--- src/rtl/mem_access_controller.sv ---
// Memory-path sequencer: arbitrates fetch vs. data requests and steps the MAR/MDR/IR/TEMP/RAM strobes.
// Optional timeout fault on a missing MFC is enabled by defining MEM_TIMEOUT_EN.
module mem_access_controller #(
   parameter int TIMEOUT = 16
) (
   input  logic       Clk,
   input  logic       Clr,
   input  logic       fetch_req,
   input  logic       data_req,
   input  logic       data_write,
   input  logic [1:0] data_size,
   input  logic       data_signed,
   input  logic       MFC,
   output logic       fetch_done,
   output logic       data_done,
   output logic       mem_fault,
   output logic       busy,
   output logic       MAR_Enable,
   output logic       MDR_Enable,
   output logic       MDR_Mux_select,
   output logic       IR_Enable,
   output logic       TEMP_Enable,
   output logic       RAM_enable,
   output logic [5:0] RAM_OpCode
);

   typedef enum logic [2:0] {
      S_IDLE,
      S_ADDR,
      S_WDATA,
      S_ACCESS,
      S_CAPTURE,
      S_DONE
`ifdef MEM_TIMEOUT_EN
      , S_FAULT
`endif
   } state_t;

   state_t     state_q, state_d;
   logic       gnt_data_q, gnt_data_d;
   logic [5:0] op_sel;
   logic       timeout_hit;

   // Fetches are always word reads; data accesses carry the requester's attributes.
   assign op_sel = gnt_data_q ? {2'b00, data_signed, data_write, data_size} : 6'b000010;

`ifdef MEM_TIMEOUT_EN
   localparam int CNT_W = $clog2(TIMEOUT + 1);

   logic [CNT_W-1:0] cnt_q, cnt_d;

   // Terminal ACCESS cycle: this is the TIMEOUT-th cycle spent waiting.
   assign timeout_hit = (cnt_q == CNT_W'(TIMEOUT - 1));

   always_comb begin
      cnt_d = cnt_q;
      if (state_d == S_ACCESS && state_q != S_ACCESS) begin
         cnt_d = '0;
      end else if (state_q == S_ACCESS && !MFC) begin
         cnt_d = cnt_q + CNT_W'(1);
      end
   end

   always_ff @(posedge Clk or negedge Clr) begin
      if (!Clr) begin
         cnt_q <= '0;
      end else begin
         cnt_q <= cnt_d;
      end
   end
`else
   assign timeout_hit = 1'b0;
`endif

   always_ff @(posedge Clk or negedge Clr) begin
      if (!Clr) begin
         state_q    <= S_IDLE;
         gnt_data_q <= 1'b0;
      end else begin
         state_q    <= state_d;
         gnt_data_q <= gnt_data_d;
      end
   end

   always_comb begin
      state_d        = state_q;
      gnt_data_d     = gnt_data_q;
      fetch_done     = 1'b0;
      data_done      = 1'b0;
      mem_fault      = 1'b0;
      busy           = (state_q != S_IDLE);
      MAR_Enable     = 1'b0;
      MDR_Enable     = 1'b0;
      MDR_Mux_select = 1'b0;
      IR_Enable      = 1'b0;
      TEMP_Enable    = 1'b0;
      RAM_enable     = 1'b0;
      RAM_OpCode     = 6'b000000;

      case (state_q)
         S_IDLE: begin
            if (data_req) begin
               gnt_data_d = 1'b1;
               state_d    = S_ADDR;
            end else if (fetch_req) begin
               gnt_data_d = 1'b0;
               state_d    = S_ADDR;
            end
         end
         S_ADDR: begin
            MAR_Enable = 1'b1;
            state_d    = (gnt_data_q && data_write) ? S_WDATA : S_ACCESS;
         end
         S_WDATA: begin
            MDR_Enable = 1'b1;
            state_d    = S_ACCESS;
         end
         S_ACCESS: begin
            RAM_enable = 1'b1;
            RAM_OpCode = op_sel;
            // A late MFC in the terminal cycle still wins over the timeout.
            if (MFC) begin
               state_d = (gnt_data_q && data_write) ? S_DONE : S_CAPTURE;
            end else if (timeout_hit) begin
`ifdef MEM_TIMEOUT_EN
               state_d = S_FAULT;
`endif
            end
         end
         S_CAPTURE: begin
            RAM_enable = 1'b1;
            RAM_OpCode = op_sel;
            if (gnt_data_q) begin
               MDR_Enable     = 1'b1;
               MDR_Mux_select = 1'b1;
               TEMP_Enable    = 1'b1;
            end else begin
               IR_Enable = 1'b1;
            end
            state_d = S_DONE;
         end
         S_DONE: begin
            data_done  = gnt_data_q;
            fetch_done = !gnt_data_q;
            state_d    = S_IDLE;
         end
`ifdef MEM_TIMEOUT_EN
         S_FAULT: begin
            mem_fault  = 1'b1;
            data_done  = gnt_data_q;
            fetch_done = !gnt_data_q;
            state_d    = S_IDLE;
         end
`endif
         default: begin
            state_d = S_IDLE;
         end
      endcase
   end

endmodule

--- config.mk ---
export PLATFORM = sky130hd
export DESIGN_NAME = mem_access_controller
export DESIGN_NICKNAME = d
export VERILOG_FILES = /design/src/rtl/mem_access_controller.sv
export SDC_FILE = /design/constraint.sdc
export NUM_CORES = 1
export LEC_CHECK = 0
export ABC_CLOCK_PERIOD_IN_PS = 1300
export BUFFER_PORTS_ARGS = -buffer_cell sky130_fd_sc_hd__buf_2
export CAP_MARGIN = 10
export CORE_AREA = 2 2 39 41
export CTS_BUF_LIST = sky130_fd_sc_hd__clkbuf_4
export CTS_CLUSTER_DIAMETER = 100
export CTS_CLUSTER_SIZE = 28
export DETAILED_ROUTE_END_ITERATION = 7
export DIE_AREA = 0 0 41 43
export GPL_TIMING_DRIVEN = 0
export PLACE_DENSITY = 0.71
export SKIP_LAST_GASP = 1
export SLEW_MARGIN = 20
export SYNTH_ARGS = -nofsm -noshare
export SYNTH_HDL_FRONTEND = slang
export SYNTH_SLANG_ARGS = --single-unit
--- constraint.sdc ---
create_clock -name Clk -period 1.3 [get_ports Clk]
set_input_delay 0.065 -clock Clk [delete_from_list [all_inputs] [get_ports Clk]]
set_output_delay 0.065 -clock Clk [all_outputs]
set_load 0.01 [all_outputs]
# Yosys cells after proc, flatten, opt, wreduce, memory -nomap -nowiden

Cells that the tools add are included.

Flip-flop bits (word level): 4
Output and inout bits: 16
Logic and storage cells: 36

Equal/unequal tests: 7
Muxes and demuxes: 19
Reductions and logical operators: 8

Operator list:

| kind                                                            | number |
|---|---|
| 3-bit case mux with 5 select lines                              | 1 |
| 1-bit 2-to-1 mux                                                | 12 |
| 3-bit 2-to-1 mux                                                | 3 |
| 4-bit 2-to-1 mux                                                | 2 |
| 3-bit by 2-bit == test with 1-bit output, second input constant | 2 |
| 3-bit == test, second input constant                            | 2 |
| 2-bit AND reduction                                             | 2 |
| 3-bit by 1-bit == test with 1-bit output, second input constant | 1 |
| 3-bit zero test                                                 | 1 |
| 3-bit inequality test, second input constant                    | 1 |
| 3-bit nonzero test                                              | 1 |
| 2-bit inequality test, second input constant                    | 1 |
| 1-bit case mux with 2 select lines                              | 1 |
| 2-bit nonzero test                                              | 1 |
| 2-bit OR reduction                                              | 1 |
| 1-bit logical AND                                               | 1 |
| 1-bit zero test                                                 | 1 |

# Logic depth before layout (Yosys ltp)

Gate-level depths: netlist of the first run.

Word-level depth: 4
Gate-level depth with buffers: 4
Mapped depth without buffers: 3

# Least setup slack after synthesis of the first run

Ideal clock, no wire load.

Kind: flip-flop to output port
From: register state_q[1]
To: output RAM_OpCode[2]
Data arrival time: 1.240 ns
Data required time: 1.235 ns
Slack: -0.005 ns
Stages on the path, launching flop included: 5
Path buffers: 1
Path through: dfrtp_1 > buf_6 > or3b_4 > o21ai_2 > nor2b_1

Word-level cells in the longest chain between the ends: 3
Elaborated cells on any way between the ends: 4
Classes of those cells: eq/ne: 2; mux: 1; reduce/logical: 1

Ends and longest elaborated chain:

| item                                                                      | RTL line | source |
|---|---|---|
| start, declared                                                           | 39       | `state_t state_q, state_d;` |
| start signal, assigned                                                    | 80       | `state_q <= state_d;` |
| 3-bit == test or 3-bit by 2-bit == test with 1-bit output (tied branches) | 100      | `case (state_q)` |
| 2-bit OR reduction (no source line) *                                     | --       |  |
| 4-bit 2-to-1 mux *                                                        | 100      |  |
| end, declared                                                             | 24       | `output logic [5:0] RAM_OpCode` |

Mark *: on every way between the ends. The rest lies on a longest branch, timed or not.

# Worst setup path in the final report of the first run

From: register state_q[0]
To: output RAM_OpCode[0]

The elaborated chain is that of the path after synthesis.

==> reports/qor.csv, run 1 <==
stage,metric,value,unit
global_route,track_usage,0.1370,
drt,detail-route-antenna-nets,0,
timing,finalClockSkew,0.002603,ns
cts,cts_buffer_depth,2,
floorplanning,dieArea,0.001763,sq mm
floorplanning,die_x,41,microns
finish,final_common_cell,buf_2,
finish,final_cell_mix,"buf_2 (20), buf_4 (9), nand2_1 (5)",
timing,fmax,670.5,MHz
outcome,status,"complete, but fails checks",
cts,clkSinkCount,4,
drt,vias,400,
floorplanning,io_pins,25,
finish,diodes,0,
cts,clockRootBuffer,clkbuf_4,
critical_path,r2r-start,state_q[0]$_DFFE_PN0P_,
floorplanning,start_util,0.2640,
synth,synth_area_per_cell,7.942,sq um
power_and_ir_drop,power.total,1.321,mW
finish,drive_gt1_frac,0.6316,
drt,wirelength,975,microns
critical_path,worst-setup-path-type,register to output pin,
critical_path,cp-end-kind,output pin,
global_route,first_global_vias,386,
synth,synth-seq-cells,4,
finish,areaGrowthSynthToFinish,66.44,%
timing,slew_viol_final,0,
drt,wl_per_cell,10.60,microns
critical_path,crit_path_start_kind,register,
synth,synth_largest_area_cell,dfrtp_1,
critical_path,worstSetupStartpoint,state_q[0]$_DFFE_PN0P_,
timing,setup_slack,-0.1913,ns
global_route,antenna_found_initial,0,
critical_path,cp.arrival,1.43,ns
power_and_ir_drop,p_leak,0.3252,nW
critical_path,critPathCapture,RAM_OpCode[0],
cts,htree_levels,1,
floorplanning,core_area,0.001384,sq mm
cts,cts_tree,built,
finish,final_nets,87,
synth,synth_warnings,0,
critical_path,r2r_slack,-0.04,ns
floorplanning,fp.dieH,43,microns
power_and_ir_drop,power.density,2172,mW/mm^2
timing,fin_crit_sh,1.147,
timing,grt_setup_unrepaired,yes,
cts,clock_latency,0.23,ns
critical_path,cp_data_required_time,1.24,ns
synth,syn_area,365.4,sq um
synth,seq_area_frac_synth,0.2740,
drt,dr.pass1.iters,2,
drt,vias_per_cell,4.348,
global_route,grt_max_degree,11,
drt,drcViolationCount,0,
floorplanning,row_count,14,
place,dp.cells,85,
finish,fillers,144,
timing,hold_violations,0,
place,dp_hpwl,666.6,microns
power_and_ir_drop,ir_drop,950.6,uV
synth,synth_area_leaders,"dfrtp_1 (27%), and3_1 (8.6%), buf_4 (8.2%)",
critical_path,rr_endpoint,state_q[0]$_DFFE_PN0P_,
finish,final_cell_count_no_fill,92,
synth,synth.distinct_cells,22,
place,routabilityCongestion,0.7893,
synth,synth_top_area_share,0.2740,
place,io_buffers,21,
critical_path,path_max_fanout,5,
timing,finalSetupViolations,9,
critical_path,ff2ff_path_depth,4,
outcome,violations,negative setup slack,
job,max-cap-violations,0,
cts,clkTransAtPathRegs,0.04,ns
cts,cts_buffers,3,
timing,post-route-min-period,1.491,ns
global_route,grt_pass1_wl,1600,microns
global_route,grt_overflow,0,
drt,drt_iter0_markers,2,
min_path,holdCritPathClass,primary input to register,
synth,synth_cells,46,
## report_power, final
group | switching (mW) | total (mW) | internal (mW)
registers | 0.0419 | 0.229 | 0.188
logic | 0.485 | 0.939 | 0.455
clock network | 0.0485 | 0.152 | 0.103
total | 0.575 | 1.32 | 0.746
## per-layer routing
layer,GRT usage,up-vias,part of all wire
li1,-,208,-
met5,0,-,0
met4,0.1000,0,0
met1,0.1656,181,0.40
met3,0.03141,0,0.053
met2,0.2000,11,0.54
## worst min-delay path by stage
stage | startpoint | endpoint | slack [ns] | cells past startpoint
floorplan | Clr | gnt_data_q$_DFFE_PN0P_ | -0.23 | 0
global placement | Clr | state_q[1]$_DFFE_PN0P_ | -0.13 | 1
detailed placement | Clr | state_q[1]$_DFFE_PN0P_ | -0.12 | 1
CTS | data_req | gnt_data_q$_DFFE_PN0P_ | 0.07 | 2
global route | data_req | gnt_data_q$_DFFE_PN0P_ | 0.08 | 2
finish | data_req | gnt_data_q$_DFFE_PN0P_ | 0.08 | 2
## synthesized netlist by cell type
library cell / n
dfrtp_1: 4
nor3_1: 2
buf_4: 4
buf_6: 2
nor2b_1: 4
or3b_4: 1
a21oi_2: 1
nand3_1: 1
a21oi_1: 1
nand2_1: 5
nor3b_1: 1
a211oi_1: 1
nand4b_1: 1
and3_1: 5
nor2_1: 4
or4_4: 1
a22o_1: 1
inv_1: 2
clkbuf_1: 2
conb_1: 1
a21boi_2: 1
o21ai_2: 1
## worst max-delay path, cell delays in order, from the launching register on
cell	delay, ns
dfrtp_1	0.40
or3b_4	0.41
o21ai_4	0.08
and3_4	0.21
buf_6	0.10
## per-stage QoR
stage	area (sq um)	util	setup slack (ns)	hold slack (ns)	TNS, ns
6_report	608.1	0.4394	-0.1913	0.07962	-1.029
2_1_floorplan	375.4	-	0.005318	-0.2306	0
5_1_grt	608.1	0.4394	-0.2515	0.07864	-1.850
4_1_cts	593.1	0.4286	-0.2450	0.07169	-1.704
3_3_place_gp	500.5	0.3617	-0.04654	-0.1287	-0.1680
3_5_place_dp	500.5	0.3617	-0.06136	-0.1248	-0.2647
## final cells by class
cell class,count,area (sq um),area share
multi-input combinational,34,252.7,0.4156
timing repair buffer,26,151.4,0.2490
sequential,4,100.1,0.1646
buffer,7,53.80,0.08848
clock buffer,3,22.52,0.03704
tap,16,20.02,0.03292
inverter,2,7.507,0.01235
## kinds of logic (layout without fill, tap and decap cells)
family,count (synthesis),in the layout,synth area share
AND/OR/NAND/NOR,25,25,0.3938
buffers and inverters,10,38,0.1849
AO/OA/AOI/OAI,6,6,0.1370
flip-flops,4,4,0.2740
other,1,3,0.01026
## state kept, by name, indices dropped and copies added, names as in the netlist
register	flops
gnt_data_q	1
state_q	3
## timing repair
item	CTS	global route
setup endpoints to repair	15	15
endpoints found under the hold margin	4	0
buffers inserted	3	1
pin swaps	5	3
gates resized for setup	10	5
hold buffers	1	0
Power figures use the tool's default switching activity.
==> run 2: changes to the inputs <==
- ABC_CLOCK_PERIOD_IN_PS: 1300 -> 1900
- PLACE_DENSITY: 0.71 -> 0.69
- RECOVER_POWER: unset -> 50
- clock period: 1.3 -> 1.9 ns (I/O delays scaled with it)
==> run 2 against run 1 <==
Wire length is 17% lower. Combinational power is 46% lower. The run now ends clean. Sequential power is 34% lower. Critical path type unchanged. Largest cell class unchanged. Via count is 6.8% lower. Critical path depth is 1 higher. Non-clock buffer count is 3 lower. Die area stayed put. Utilization is 6.1 points lower. Setup slack better by 0.47 ns. Power is 42% lower. Critical endpoint is now RAM_OpCode[1]. Global-route usage is 1.5 points lower.
==> reports/qor.csv, run 2 (synthesis results as in run 1) <==
stage,metric,value,unit
outcome,status,finished clean,
power_and_ir_drop,ir_drop,535.5,uV
global_route,grt_pass1_wl,1386,microns
global_route,antenna_found_initial,0,
finish,final_cell_count_no_fill,89,
global_route,first_global_vias,331,
finish,top_regs,"state_q (3), gnt_data_q (1)",
finish,areaGrowthSynthToFinish,43.15,%
place,dp_worst_setup_slack,0.5133,ns
critical_path,crit_family,simple AND/OR/NAND/NOR gates,
timing,fin_setup_tns,0,ns
finish,final_nets,84,
global_route,met1_usage,0.1564,
finish,largest_reg_flops,3,
global_route,grt.busiest_layer,met1,
min_path,holdCritPathClass,primary input to register,
floorplanning,fp.dieH,43,microns
critical_path,max_stage_delay,0.41,ns
critical_path,cp-end-kind,output pin,
place,dp.cells,85,
drt,dr.pass1.iters,2,
critical_path,path_buf_inv,2,
critical_path,crit_chain,buf_6 > or3b_4 > o21ai_2 > a21boi_2 > buf_2,
drt,drcViolationCount,0,
finish,regMostFlops,state_q,
power_and_ir_drop,p_leak,0.2917,nW
place,dp_hpwl,638.6,microns
cts,cts_tree,built,
critical_path,worst-setup-path-type,register to output pin,
power_and_ir_drop,power.density,1459,mW/mm^2
global_route,track_usage,0.1220,
cts,htree_levels,1,
timing,setup_slack,0.2760,ns
global_route,grt_overflow,0,
timing,hold_violations,0,
drt,wirelength,814,microns
floorplanning,row_count,14,
cts,clock_latency,0.24,ns
cts,cts_buffer_depth,2,
finish,final_cell_mix,"buf_2 (18), clkbuf_1 (5), nand2_1 (5), and3_1 (5)",
place,routabilityCongestion,0.7943,
cts,clkTransAtPathRegs,0.04,ns
cts,cts_buffers,3,
timing,post-route-min-period,1.624,ns
drt,wl_per_cell,9.146,microns
drt,drt_iter0_markers,5,
timing,fin_crit_sh,0.8547,
global_route,use_met3,0.03665,
critical_path,cp_data_required_time,1.80,ns
cts,post-cts-setup-buffer-count,0,
timing,finalClockSkew,0.002286,ns
timing,grt_setup_unrepaired,no,
drt,vias,373,
drt,vias_per_cell,4.191,
power_and_ir_drop,power.total,0.7632,mW
cts,clkSinkCount,4,
finish,drive_gt1_frac,0.4247,
critical_path,cp_slowest_cell,or3b_4,
job,max-cap-violations,0,
floorplanning,start_util,0.2640,
place,io_buffers,21,
floorplanning,core_area,0.001384,sq mm
floorplanning,dieArea,0.001763,sq mm
critical_path,crit_path_start_kind,register,
finish,final_common_cell,buf_2,
timing,fmax,615.8,MHz
critical_path,cp.arrival,1.53,ns
timing,slew_viol_final,0,
cts,cts-hold-fix-buffers,1,
cts,cts_resized,0,
critical_path,path_max_fanout,10,
global_route,grt_max_degree,11,
timing,finalSetupViolations,0,
floorplanning,die_x,41,microns
global_route,met2_usage,0.1500,
cts,clockRootBuffer,clkbuf_4,
floorplanning,io_pins,25,
drt,detail-route-antenna-nets,0,
finish,diodes,0,
-- run 2: cell types whose count changed in the layout (fill, tap and decap cells not counted), moves of 2 or more --
cell      delta
buf_4        -5
clkbuf_1     +5
and3_1       +2
and3_4       -2
buf_2        -2
nor2_1       +2
nor2b_1      +2
-- run 2: worst paths after layout --
path	startpoint	to	slack (ns)	depth (start not counted)
max in group asynchronous	Clr	state_q[2]$_DFFE_PN0P_	1.52	2
worst max-delay path	state_q[1]$_DFFE_PN0P_	RAM_OpCode[1]	0.28	5
worst min-delay path	data_req	gnt_data_q$_DFFE_PN0P_	0.10	2
min in group asynchronous	Clr	state_q[0]$_DFFE_PN0P_	0.21	2
worst max register to register	state_q[2]$_DFFE_PN0P_	state_q[0]$_DFFE_PN0P_	0.54	4
worst min register to register	state_q[2]$_DFFE_PN0P_	state_q[1]$_DFFE_PN0P_	0.59	2
-- run 2: area by class of cell --
cell class | instances | area, sq um
flip-flops and latches | 4 | 100.1
inverters | 2 | 7.507
plain buffers | 8 | 60.06
clock buffers | 3 | 22.52
well taps | 16 | 20.02
multi-input cells | 34 | 201.4
repair buffers | 22 | 111.4
fillers | 154 | 860.8
-- run 2: routing by layer --
layer / share of wire / wire length (microns) / up-vias
met3: 0.054 / 44 / 3
met5: 0 / 0 / -
met2: 0.46 / 374 / 12
met1: 0.45 / 370 / 156
li1: - / - / 202
met4: 0.031 / 25 / 0
-- run 2: power breakdown --
part           switching, mW  internal [mW]
Combinational          0.273          0.231
Sequential            0.0241          0.128
Clock                 0.0367         0.0708
Total                  0.333          0.430
-- run 2: worst register-to-register path, delay by kind of cell, from the launching register on --
| kind | cells | cell delay [ns] |
|---|---|---|
| DFF | 1 | 0.37 |
| and+or+nand+nor | 1 | 0.52 |
| buffers and inverters | 1 | 0.14 |
| AOI/OAI and AO/OA | 2 | 0.20 |
-- run 2: per-stage QoR --
stage	hold WS [ns]	cell area (sq um)	utilization
after CTS	0.1004	530.5	0.3834
final	0.1009	523.0	0.3779
after detailed placement	-0.09833	498.0	0.3599
after global placement	-0.09986	498.0	0.3599
after global routing	0.1122	523.0	0.3779
after floorplan	-0.2006	372.9	-
==> run 3: changes to the inputs <==
- CTS_BUF_LIST: sky130_fd_sc_hd__clkbuf_4 -> unset
- MAX_ROUTING_LAYER: unset -> met4
- SETUP_SLACK_MARGIN: unset -> 0.3
==> run 3 against run 2 <==
Die area stayed put. Clock-buffer cell count is the same. Via count grew 3.8%. Clock skew increased by 0.0028 ns. Maximum frequency shrank 0.68%. Hold slack better by 0.0062 ns. Utilization is 1.1 points higher. Cell count up 1.1%. Clock power barely moved. Global-route usage up 0.41 points. Sequential power is essentially flat. Combinational power increased by 7.2%. Largest power group unchanged.
==> reports/qor.csv, run 3 (synthesis results as in run 1) <==
stage,metric,value,unit
outcome,status,finished clean,
place,dp_hpwl,638.6,microns
global_route,antenna_found_initial,0,
drt,wirelength,842,microns
timing,grt_setup_unrepaired,yes,
critical_path,r2r-start,state_q[2]$_DFFE_PN0P_,
finish,final_cell_count_no_fill,90,
drt,drt_iter0_markers,9,
cts,cts_tree,built,
cts,clkTransAtPathRegs,0.04,ns
power_and_ir_drop,seq_power_share,0.191,
power_and_ir_drop,p_sw,0.3497,mW
cts,clockRootBuffer,clkbuf_4,
cts,clock_latency,0.24,ns
critical_path,worstSetupStartpoint,state_q[1]$_DFFE_PN0P_,
cts,cts_buffers,3,
critical_path,worst-setup-path-type,register to output pin,
floorplanning,fp.dieH,43,microns
critical_path,critPathCapture,RAM_OpCode[1],
power_and_ir_drop,power.total,0.7976,mW
timing,fmax,611.6,MHz
power_and_ir_drop,p_leak,0.2960,nW
global_route,track_usage,0.1260,
global_route,first_global_vias,347,
min_path,holdCritPathClass,primary input to register,
critical_path,rr_endpoint,state_q[0]$_DFFE_PN0P_,
job,max-cap-violations,0,
finish,diodes,0,
floorplanning,die_x,41,microns
timing,slew_viol_final,0,
power_and_ir_drop,power.internal,0.4479,mW
drt,detail-route-antenna-nets,0,
timing,fin_setup_tns,0,ns
finish,areaGrowthSynthToFinish,47.26,%
critical_path,crit_path_start_kind,register,
finish,final_common_cell,buf_2,
floorplanning,core_area,0.001384,sq mm
floorplanning,dieArea,0.001763,sq mm
power_and_ir_drop,pwr-share-comb,0.676,
global_route,grt_pass1_wl,1400,microns
drt,wl_per_cell,9.356,microns
finish,fin_util,0.3888,
finish,largest_reg_flops,3,
critical_path,r2r_slack,0.53,ns
finish,drive_gt1_frac,0.4324,
timing,post-route-min-period,1.635,ns
global_route,grt_max_degree,11,
critical_path,path_max_fanout,5,
drt,dr.pass1.iters,4,
critical_path,cp-end-kind,output pin,
timing,fin_crit_sh,0.8606,
place,io_buffers,21,
critical_path,cp_data_required_time,1.80,ns
timing,holdWs,0.1070,ns
timing,finalSetupViolations,0,
cts,clkSinkCount,4,
timing,hold_violations,0,
drt,vias,387,
cts,htree_levels,1,
drt,drcViolationCount,0,
min_path,hold_depth,2,
place,routabilityCongestion,0.8056,
power_and_ir_drop,swShare,0.4385,
power_and_ir_drop,power.density,1482,mW/mm^2
floorplanning,row_count,14,
power_and_ir_drop,ir_drop,533.7,uV
floorplanning,start_util,0.2640,
cts,cts_buffer_depth,2,
critical_path,cp.arrival,1.54,ns
timing,finalClockSkew,0.005121,ns
floorplanning,io_pins,25,
place,dp.cells,85,
finish,top_regs,"state_q (3), gnt_data_q (1)",
finish,final_nets,85,
finish,regMostFlops,state_q,
power_and_ir_drop,clockPowerShare,0.134,
finish,final_cell_mix,"buf_2 (18), clkbuf_1 (5), nand2_1 (5), and3_1 (5), buf_4 (5)",
global_route,grt_overflow,0,
critical_path,ff2ff_path_depth,4,
drt,vias_per_cell,4.300,
## run 3: cell types whose count changed in the layout (fill, tap and decap cells not counted)
| cell | before | now |
|---|---|---|
| or3b_4 | 1 | 0 |
| or3b_1 | 0 | 1 |
| nor2_1 | 4 | 3 |
| buf_4 | 4 | 5 |
| o21ai_2 | 1 | 0 |
| nor2_2 | 0 | 1 |
| o21ai_4 | 0 | 1 |
## run 3: power groups by stage
stage / Combinational, mW / Clock [mW] / Sequential (mW)
after floorplan: 0.375 / 0 / 0.148
after global placement: 0.508 / 0 / 0.152
after detailed placement: 0.513 / 0 / 0.154
after CTS: 0.551 / 0.110 / 0.153
after global routing: 0.600 / 0.113 / 0.156
final: 0.539 / 0.107 / 0.152
## run 3: metal layers
layer  share of wire  GRT usage  vias up
li1                -          -      203
met1            0.45     0.1531      173
met2            0.51     0.1594       11
met3           0.042    0.03141        0
met4               0     0.1200        0
met5               0          -        -
## run 3: worst min path at each step
stage / to / start / slack, ns
after floorplan: gnt_data_q$_DFFE_PN0P_ / Clr / -0.20
after global placement: state_q[1]$_DFFE_PN0P_ / Clr / -0.1
after detailed placement: state_q[1]$_DFFE_PN0P_ / Clr / -0.1
after CTS: gnt_data_q$_DFFE_PN0P_ / data_req / 0.10
after global routing: gnt_data_q$_DFFE_PN0P_ / data_req / 0.11
final: gnt_data_q$_DFFE_PN0P_ / data_req / 0.11
## run 3: worst max-delay path, stage by stage, from the launching register on
cell and delay, ns:
dfrtp_1 0.36, buf_6 0.11, or3b_1 0.43, o21ai_4 0.11
a21boi_2 0.16, buf_2 0.13
## run 3: per-stage QoR
| step | area [sq um] | setup slack, ns |
|---|---|---|
| 2_1_floorplan | 372.9 | 0.5649 |
| 3_3_place_gp | 498.0 | 0.5139 |
| 3_5_place_dp | 498.0 | 0.5133 |
| 4_1_cts | 546.8 | 0.3162 |
| 5_1_grt | 538.0 | 0.1482 |
| 6_report | 538.0 | 0.2649 |
## run 3: cell type report
cell class	count	area (sq um)
Buffer	8	60.06
Multi-Input combinational cell	34	209.0
Tap cell	16	20.02
Inverter	2	7.507
Timing Repair Buffer	23	118.9
Sequential cell	4	100.1
Clock buffer	3	22.52
Fill cell	153	845.8
## run 3: repair_timing
item | in CTS | in global routing
pin swaps | 1 | 1
resized for setup | 2 | 1
hold endpoints to repair | 4 | 0
setup endpoints to repair | 4 | 5
hold buffers | 1 | 0
setup buffers | 1 | 0
